--- src/rtl/prism_sp_pkg.sv ---
// prism_sp_pkg: shared DMA cookie type, TX scheduler limits and FSM state encoding.
package prism_sp_pkg;
  localparam int TX_SCHED_MAX_QUEUES = 8;
  typedef struct packed {
    logic [31:0] addr;
    logic [15:0] len;
    logic        sof;
    logic        eof;
  } dma_tx_cookie_t;
  typedef enum logic [1:0] {TXS_IDLE, TXS_FORWARD, TXS_SETTLE} tx_sched_state_t;
endpackage

--- src/rtl/prism_sp_tx_queue_scheduler_if.sv ---
// prism_sp_tx_queue_scheduler_if: per-queue cookie FIFO read ports plus the downstream cookie FIFO write port.
interface prism_sp_tx_queue_scheduler_if #(parameter int NUM_QUEUES = 4);
  logic [NUM_QUEUES-1:0]                               q_empty;
  prism_sp_pkg::dma_tx_cookie_t [NUM_QUEUES-1:0]       q_rd_data;
  logic [NUM_QUEUES-1:0]                               q_rd_en;
  logic                                                o_cookie_fifo_w_full;
  logic                                                o_cookie_fifo_w_wr_en;
  prism_sp_pkg::dma_tx_cookie_t                        o_cookie_fifo_w_wr_data;
  modport master (
    input  q_empty, q_rd_data, o_cookie_fifo_w_full,
    output q_rd_en, o_cookie_fifo_w_wr_en, o_cookie_fifo_w_wr_data
  );
  modport slave (
    output q_empty, q_rd_data, o_cookie_fifo_w_full,
    input  q_rd_en, o_cookie_fifo_w_wr_en, o_cookie_fifo_w_wr_data
  );
endinterface

--- src/rtl/prism_sp_rr_arbiter.sv ---
// prism_sp_rr_arbiter: combinational round-robin pick of the first request above the last grant, wrapping.
module prism_sp_rr_arbiter #(
  parameter  int NUM_REQ = 4,
  localparam int IDX_W   = $clog2(NUM_REQ)
) (
  input  logic [NUM_REQ-1:0] req,
  input  logic [IDX_W-1:0]   last,
  output logic [IDX_W-1:0]   grant,
  output logic               valid
);
  logic [IDX_W-1:0] idx;
  // Scan from farthest to nearest so the nearest requester above last wins.
  always_comb begin
    grant = '0;
    valid = 1'b0;
    idx   = '0;
    for (int i = NUM_REQ; i >= 1; i--) begin
      idx = IDX_W'((int'(last) + i) % NUM_REQ);
      if (req[idx]) begin
        grant = idx;
        valid = 1'b1;
      end
    end
  end
endmodule

--- src/rtl/prism_sp_tx_queue_scheduler.sv ---
// prism_sp_tx_queue_scheduler: frame-atomic round-robin sharing of the TX DMA cookie FIFO between queues.
module prism_sp_tx_queue_scheduler
  import prism_sp_pkg::*;
#(
  parameter  int NUM_QUEUES        = 4,
  parameter  int FRAME_COUNT_WIDTH = 16,
  localparam int IDX_W             = $clog2(NUM_QUEUES)
) (
  input  logic                                          clock,
  input  logic                                          reset,
  prism_sp_tx_queue_scheduler_if.master                 bus,
  input  logic [NUM_QUEUES-1:0]                         queue_enable,
  output logic [NUM_QUEUES-1:0][FRAME_COUNT_WIDTH-1:0]  frame_count,
  output logic                                          active,
  output logic [IDX_W-1:0]                              grant_idx
);
  tx_sched_state_t  state, state_nxt;
  logic [IDX_W-1:0] last_grant, arb_grant;
  logic             arb_valid, fire;
  dma_tx_cookie_t   head;

  prism_sp_rr_arbiter #(.NUM_REQ(NUM_QUEUES)) u_arb (
    .req   (~bus.q_empty & queue_enable),
    .last  (last_grant),
    .grant (arb_grant),
    .valid (arb_valid)
  );

  assign head   = bus.q_rd_data[grant_idx];
  assign fire   = state == TXS_FORWARD && !bus.q_empty[grant_idx] && !bus.o_cookie_fifo_w_full;
  assign active = state != TXS_IDLE;

  // The granted queue is held until its eof cookie passes, whatever its FIFO or enable does.
  always_comb begin
    state_nxt = state;
    state_nxt = state == TXS_IDLE   ? (arb_valid ? TXS_FORWARD : TXS_IDLE) :
                state == TXS_SETTLE ? TXS_FORWARD :
                fire                ? (head.eof ? TXS_IDLE : TXS_SETTLE) : TXS_FORWARD;
  end

  always_ff @(posedge clock) begin
    if (reset) begin
      state                       <= TXS_IDLE;
      grant_idx                   <= '0;
      last_grant                  <= IDX_W'(NUM_QUEUES - 1);
      frame_count                 <= '0;
      bus.q_rd_en                 <= '0;
      bus.o_cookie_fifo_w_wr_en   <= 1'b0;
      bus.o_cookie_fifo_w_wr_data <= '0;
    end else begin
      state                     <= state_nxt;
      bus.q_rd_en               <= fire ? NUM_QUEUES'(1) << grant_idx : '0;
      bus.o_cookie_fifo_w_wr_en <= fire;
      if (state == TXS_IDLE && arb_valid) begin
        grant_idx  <= arb_grant;
        last_grant <= arb_grant;
      end
      if (fire) bus.o_cookie_fifo_w_wr_data <= head;
      if (fire && head.eof) frame_count[grant_idx] <= frame_count[grant_idx] + 1'b1;
    end
  end
endmodule

--- src/flat_wrapper.sv ---
// flat-port wrapper written by rule: the top's interface ports become plain ports
module prism_sp_tx_queue_scheduler_flat import prism_sp_pkg::*;
#(
  parameter  int NUM_QUEUES        = 4,
  parameter  int FRAME_COUNT_WIDTH = 16,
  localparam int IDX_W             = $clog2(NUM_QUEUES)
)
  (clock, reset, queue_enable, frame_count, active, grant_idx, bus_q_empty, bus_q_rd_data, bus_o_cookie_fifo_w_full, bus_q_rd_en, bus_o_cookie_fifo_w_wr_en, bus_o_cookie_fifo_w_wr_data);
  prism_sp_tx_queue_scheduler_if #(.NUM_QUEUES(NUM_QUEUES)) bus_i ();
  input  logic clock;
  input  logic reset;
  input  logic [NUM_QUEUES-1:0] queue_enable;
  output logic [NUM_QUEUES-1:0][FRAME_COUNT_WIDTH-1:0] frame_count;
  output logic active;
  output logic [IDX_W-1:0] grant_idx;
  input wire logic [$bits(bus_i.q_empty)-1:0] bus_q_empty;
  input wire logic [$bits(bus_i.q_rd_data)-1:0] bus_q_rd_data;
  input wire logic [$bits(bus_i.o_cookie_fifo_w_full)-1:0] bus_o_cookie_fifo_w_full;
  output wire logic [$bits(bus_i.q_rd_en)-1:0] bus_q_rd_en;
  output wire logic [$bits(bus_i.o_cookie_fifo_w_wr_en)-1:0] bus_o_cookie_fifo_w_wr_en;
  output wire logic [$bits(bus_i.o_cookie_fifo_w_wr_data)-1:0] bus_o_cookie_fifo_w_wr_data;
  assign bus_i.q_empty = bus_q_empty;
  assign bus_i.q_rd_data = bus_q_rd_data;
  assign bus_i.o_cookie_fifo_w_full = bus_o_cookie_fifo_w_full;
  assign bus_q_rd_en = bus_i.q_rd_en;
  assign bus_o_cookie_fifo_w_wr_en = bus_i.o_cookie_fifo_w_wr_en;
  assign bus_o_cookie_fifo_w_wr_data = bus_i.o_cookie_fifo_w_wr_data;
  prism_sp_tx_queue_scheduler #(.NUM_QUEUES(NUM_QUEUES), .FRAME_COUNT_WIDTH(FRAME_COUNT_WIDTH)) u_core (.clock(clock), .reset(reset), .bus(bus_i), .queue_enable(queue_enable), .frame_count(frame_count), .active(active), .grant_idx(grant_idx));
endmodule
--- config.mk ---
export PLATFORM = sky130hd
export DESIGN_NAME = prism_sp_tx_queue_scheduler_flat
export DESIGN_NICKNAME = d
export VERILOG_FILES = /design/src/rtl/prism_sp_pkg.sv /design/src/rtl/prism_sp_tx_queue_scheduler_if.sv /design/src/rtl/prism_sp_rr_arbiter.sv /design/src/rtl/prism_sp_tx_queue_scheduler.sv /design/src/flat_wrapper.sv
export SDC_FILE = /design/constraint.sdc
export NUM_CORES = 1
export LEC_CHECK = 0
export ABC_AREA = 1
export BUFFER_PORTS_ARGS = -buffer_cell sky130_fd_sc_hd__buf_4
export CAP_MARGIN = 20
export CELL_PAD_IN_SITES_DETAIL_PLACEMENT = 0
export CELL_PAD_IN_SITES_GLOBAL_PLACEMENT = 2
export CORE_ASPECT_RATIO = 1.4
export CORE_MARGIN = 2
export CORE_UTILIZATION = 24
export CTS_BUF_LIST = sky130_fd_sc_hd__clkbuf_8
export DETAILED_ROUTE_END_ITERATION = 10
export PLACE_DENSITY_LB_ADDON = 0.1
export SYNTH_ARGS = -nofsm -noshare
export SYNTH_HDL_FRONTEND = slang
export SYNTH_SLANG_ARGS = --single-unit
--- constraint.sdc ---
create_clock -name clock -period 2.3 [get_ports clock]
set_clock_uncertainty 0.2 [all_clocks]
set_input_delay 0.46 -clock clock [delete_from_list [all_inputs] [get_ports clock]]
set_output_delay 0.46 -clock clock [all_outputs]
set_load 0.005 [all_outputs]
==> results.sh <==
export IMPL_fp_dieW_um=151
export IMPL_routed_wl_mm=34.9
export IMPL_port_buffers=332
export IMPL_critPathBufInv=5
export IMPL_critical_path_cell_chain="buf_6 -> nor2_8 -> buf_4 -> inv_2 -> o22ai_1 -> nor3_4 -> buf_12 -> nand3_4 -> buf_4 -> nand2_1 -> nand2_1 -> a21oi_1"
export IMPL_hold_class="primary input to register"
export IMPL_setup_viol=0
export IMPL_cts_max_level=4
export IMPL_core_um2=29800
export IMPL_wl_per_cell_um=18.6
export IMPL_synth_top_cell_by_area="dfxtp_1"
export IMPL_root_buffer="clkbuf_8"
export IMPL_synth_top_area_share_pct=34.7
export IMPL_placement_cell_area_um2=10400
export IMPL_synth_async_sr_flop_share_pct=0
export IMPL_critPathKind="register to register"
export IMPL_synth_seq_cells=125
export IMPL_slew_headroom_pct=71.4
export IMPL_antenna_found_initial=1
export IMPL_crit_fanout=16
export IMPL_n_antenna_cell=0
export IMPL_die_h_um=209
export IMPL_pin_count=333
export IMPL_num_rows=75
export IMPL_grt_max_degree=52
export IMPL_grt_pass1_vias=8779
export IMPL_r2r_setup_slack_ns=0.12
export IMPL_worst_slack_ns=0.123
export IMPL_synth_area_um2=7220
export IMPL_max_cap_viol_count=0
export IMPL_required_ns=2.43
export IMPL_yosys_top_cells_count="nand2_1 (361), dfxtp_1 (125), inv_1 (119), nor2_1 (84), nand3_1 (77)"
export IMPL_numClockSinks=125
export IMPL_cts_buffers=17
export IMPL_synthMostInstantiatedCell="nand2_1"
export IMPL_synth_cell_types=35
export IMPL_utilization_pct=37.4
export IMPL_yosysWarnings=0
export IMPL_gp_congestion=0.848
export IMPL_ir_worst_vdd_mv=0.403
export IMPL_hold_viol=0
export IMPL_clkTransAtPathRegs_ns=0.09
export IMPL_drtIter0Drc=326
export IMPL_overflow=0
export IMPL_synth_edf_count=0
export IMPL_endpoint_kind="register"
export IMPL_die_area_um2=31500
export IMPL_clock_latency_ns=0.46
export IMPL_dp_cells=1813
export IMPL_vias=8492
export IMPL_powerDensity_nw_per_um2=793
export IMPL_grt_pass1_wl_mm=52.6
export IMPL_synth_area_top_cells="dfxtp_1 (35%), nand2_1 (19%), inv_1 (6.2%), nand3_1 (5.3%), a211oi_1 (5.1%)"
export IMPL_synthFlopType="dfxtp_1"
export IMPL_ant_nets=0
export IMPL_synth_fp_nets=1324
export IMPL_drv_slew=0
export IMPL_area_delta_synth_final_pct=54.5
export IMPL_cts_tree="done"
export IMPL_drt_pre_antenna_iters=5
export IMPL_synthCells=1112
export IMPL_timing_fmax_mhz=459
export IMPL_drive_gt1_share_pct=31.5
export IMPL_fin_crit_sh_pct=94.6
export IMPL_path_delay_family="buffers and inverters"
export IMPL_p_leak_nw=5.40
export IMPL_start_util_pct=24.2
export IMPL_slowest_delay_ns=0.38
export IMPL_yosysSeqAreaShare_pct=34.7
export IMPL_start_kind="register"
export IMPL_crit_slowest_cell="dfxtp_4"
export IMPL_fin_area_um2=11200
export IMPL_tightestPinTransition_ns=0.429
export IMPL_pre_cts_slack_ns=-0.0648
export IMPL_hpwl_mm=27.1
export IMPL_track_usage_pct=22.3
export IMPL_final_cells=1876
export IMPL_nets=1690
export IMPL_clock_path_buffers=2
export IMPL_period_minus_slack_ns=2.18
export IMPL_drc_errors=0
export IMPL_via_per_inst=4.53
export IMPL_status="finished, final reports clean"
export IMPL_syn_area_per_cell_um2=6.49
export IMPL_crit_arrival_ns=2.31
-- per-stage QoR --
step	power [W]	hold WS (ns)	setup TNS, ns
global route	0.00946	0.0129	-0.00639
global placement	0.00671	0.283	-0.321
floorplan	0.00483	0.256	0
CTS	0.00890	0.0000391	0
detailed placement	0.00667	0.289	-0.205
finish	0.00884	0.0296	0
-- cells by family after synthesis --
kind of cell	count (synthesis)	synth area share, %
buf+inv	198	12.1
compound gates	234	19.9
simple gates	548	32.2
xor+xnor	6	0.936
flops	125	34.7
fa+ha+maj	1	0.173
-- worst min-delay path: cells and delay by family --
kind            cells  cell delay, ns
simple gates        1            0.07
buf+inv             1            0.08
compound gates      1            0.05
-- cells in the final DEF (no fill, tap or decap), types with 7 or more instances in the layout --
| master | count |
|---|---|
| dfxtp_1 | 123 |
| buf_4 | 368 |
| nor2_1 | 82 |
| buf_12 | 11 |
| a211oi_1 | 48 |
| a21oi_1 | 68 |
| a22oi_1 | 49 |
| inv_1 | 118 |
| nand3_1 | 76 |
| dlygate4sd3_1 | 28 |
| nand2_2 | 12 |
| nand2_1 | 355 |
| clkbuf_8 | 19 |
| o21ai_0 | 58 |
| buf_6 | 7 |
-- worst paths after layout --
path | to | cells past startpoint | start
worst max-delay path | u_core.frame_count[19]$_SDFFE_PP0P_ | 12 | u_core.grant_idx[0]$_SDFFE_PP0P_
worst max register to register | u_core.frame_count[19]$_SDFFE_PP0P_ | 12 | u_core.grant_idx[0]$_SDFFE_PP0P_
worst min-delay path | u_core.bus.o_cookie_fifo_w_wr_data[44]$_SDFFE_PP0N_ | 3 | bus_q_rd_data[144]
worst min register to register | u_core.frame_count[18]$_SDFFE_PP0P_ | 2 | u_core.frame_count[18]$_SDFFE_PP0P_
-- flip-flops by register name (all words and copies together), names as in the netlist --
name and count:
u_core.state 2, u_core.bus.o_cookie_fifo_w_wr_data 50, u_core.bus.o_cookie_fifo_w_wr_en 1, u_core.grant_idx 2, u_core.frame_count 64, u_core.last_grant 2, u_core.bus.q_rd_en 4
-- metal layers --
layer  wire length, um  GRT usage [%]  vias up
met4               419           4.48        2
met5                10              0        -
met2             18900           41.8      262
met1             13300           24.6     3865
met3              2340           6.48       22
li1                  -              -     4341
-- repair_timing --
action                     in CTS  in global routing
setup endpoints to repair       4                 52
buffers inserted                1                  2
hold buffers                   28                  0
hold endpoints to repair       28                  0
pin swaps                       1                  8
gates resized for setup         3                 22
-- layout make-up --
class                      count  area (um^2)
inverter                     131          512
timing repair buffer         414         3340
clock inverter                13          165
sequential                   125         2510
tap                          385          482
clock buffer                  19          262
fill                        3297        18700
multi-input combinational    789         3890
-- where the power goes --
group | switching, W | total [W] | internal [W]
registers | 0.000211 | 0.00264 | 0.00243
clock network | 0.00102 | 0.00215 | 0.00113
logic | 0.00235 | 0.00405 | 0.00170
total | 0.00358 | 0.00884 | 0.00527
No activity file was read; power rests on OpenSTA's default activity.
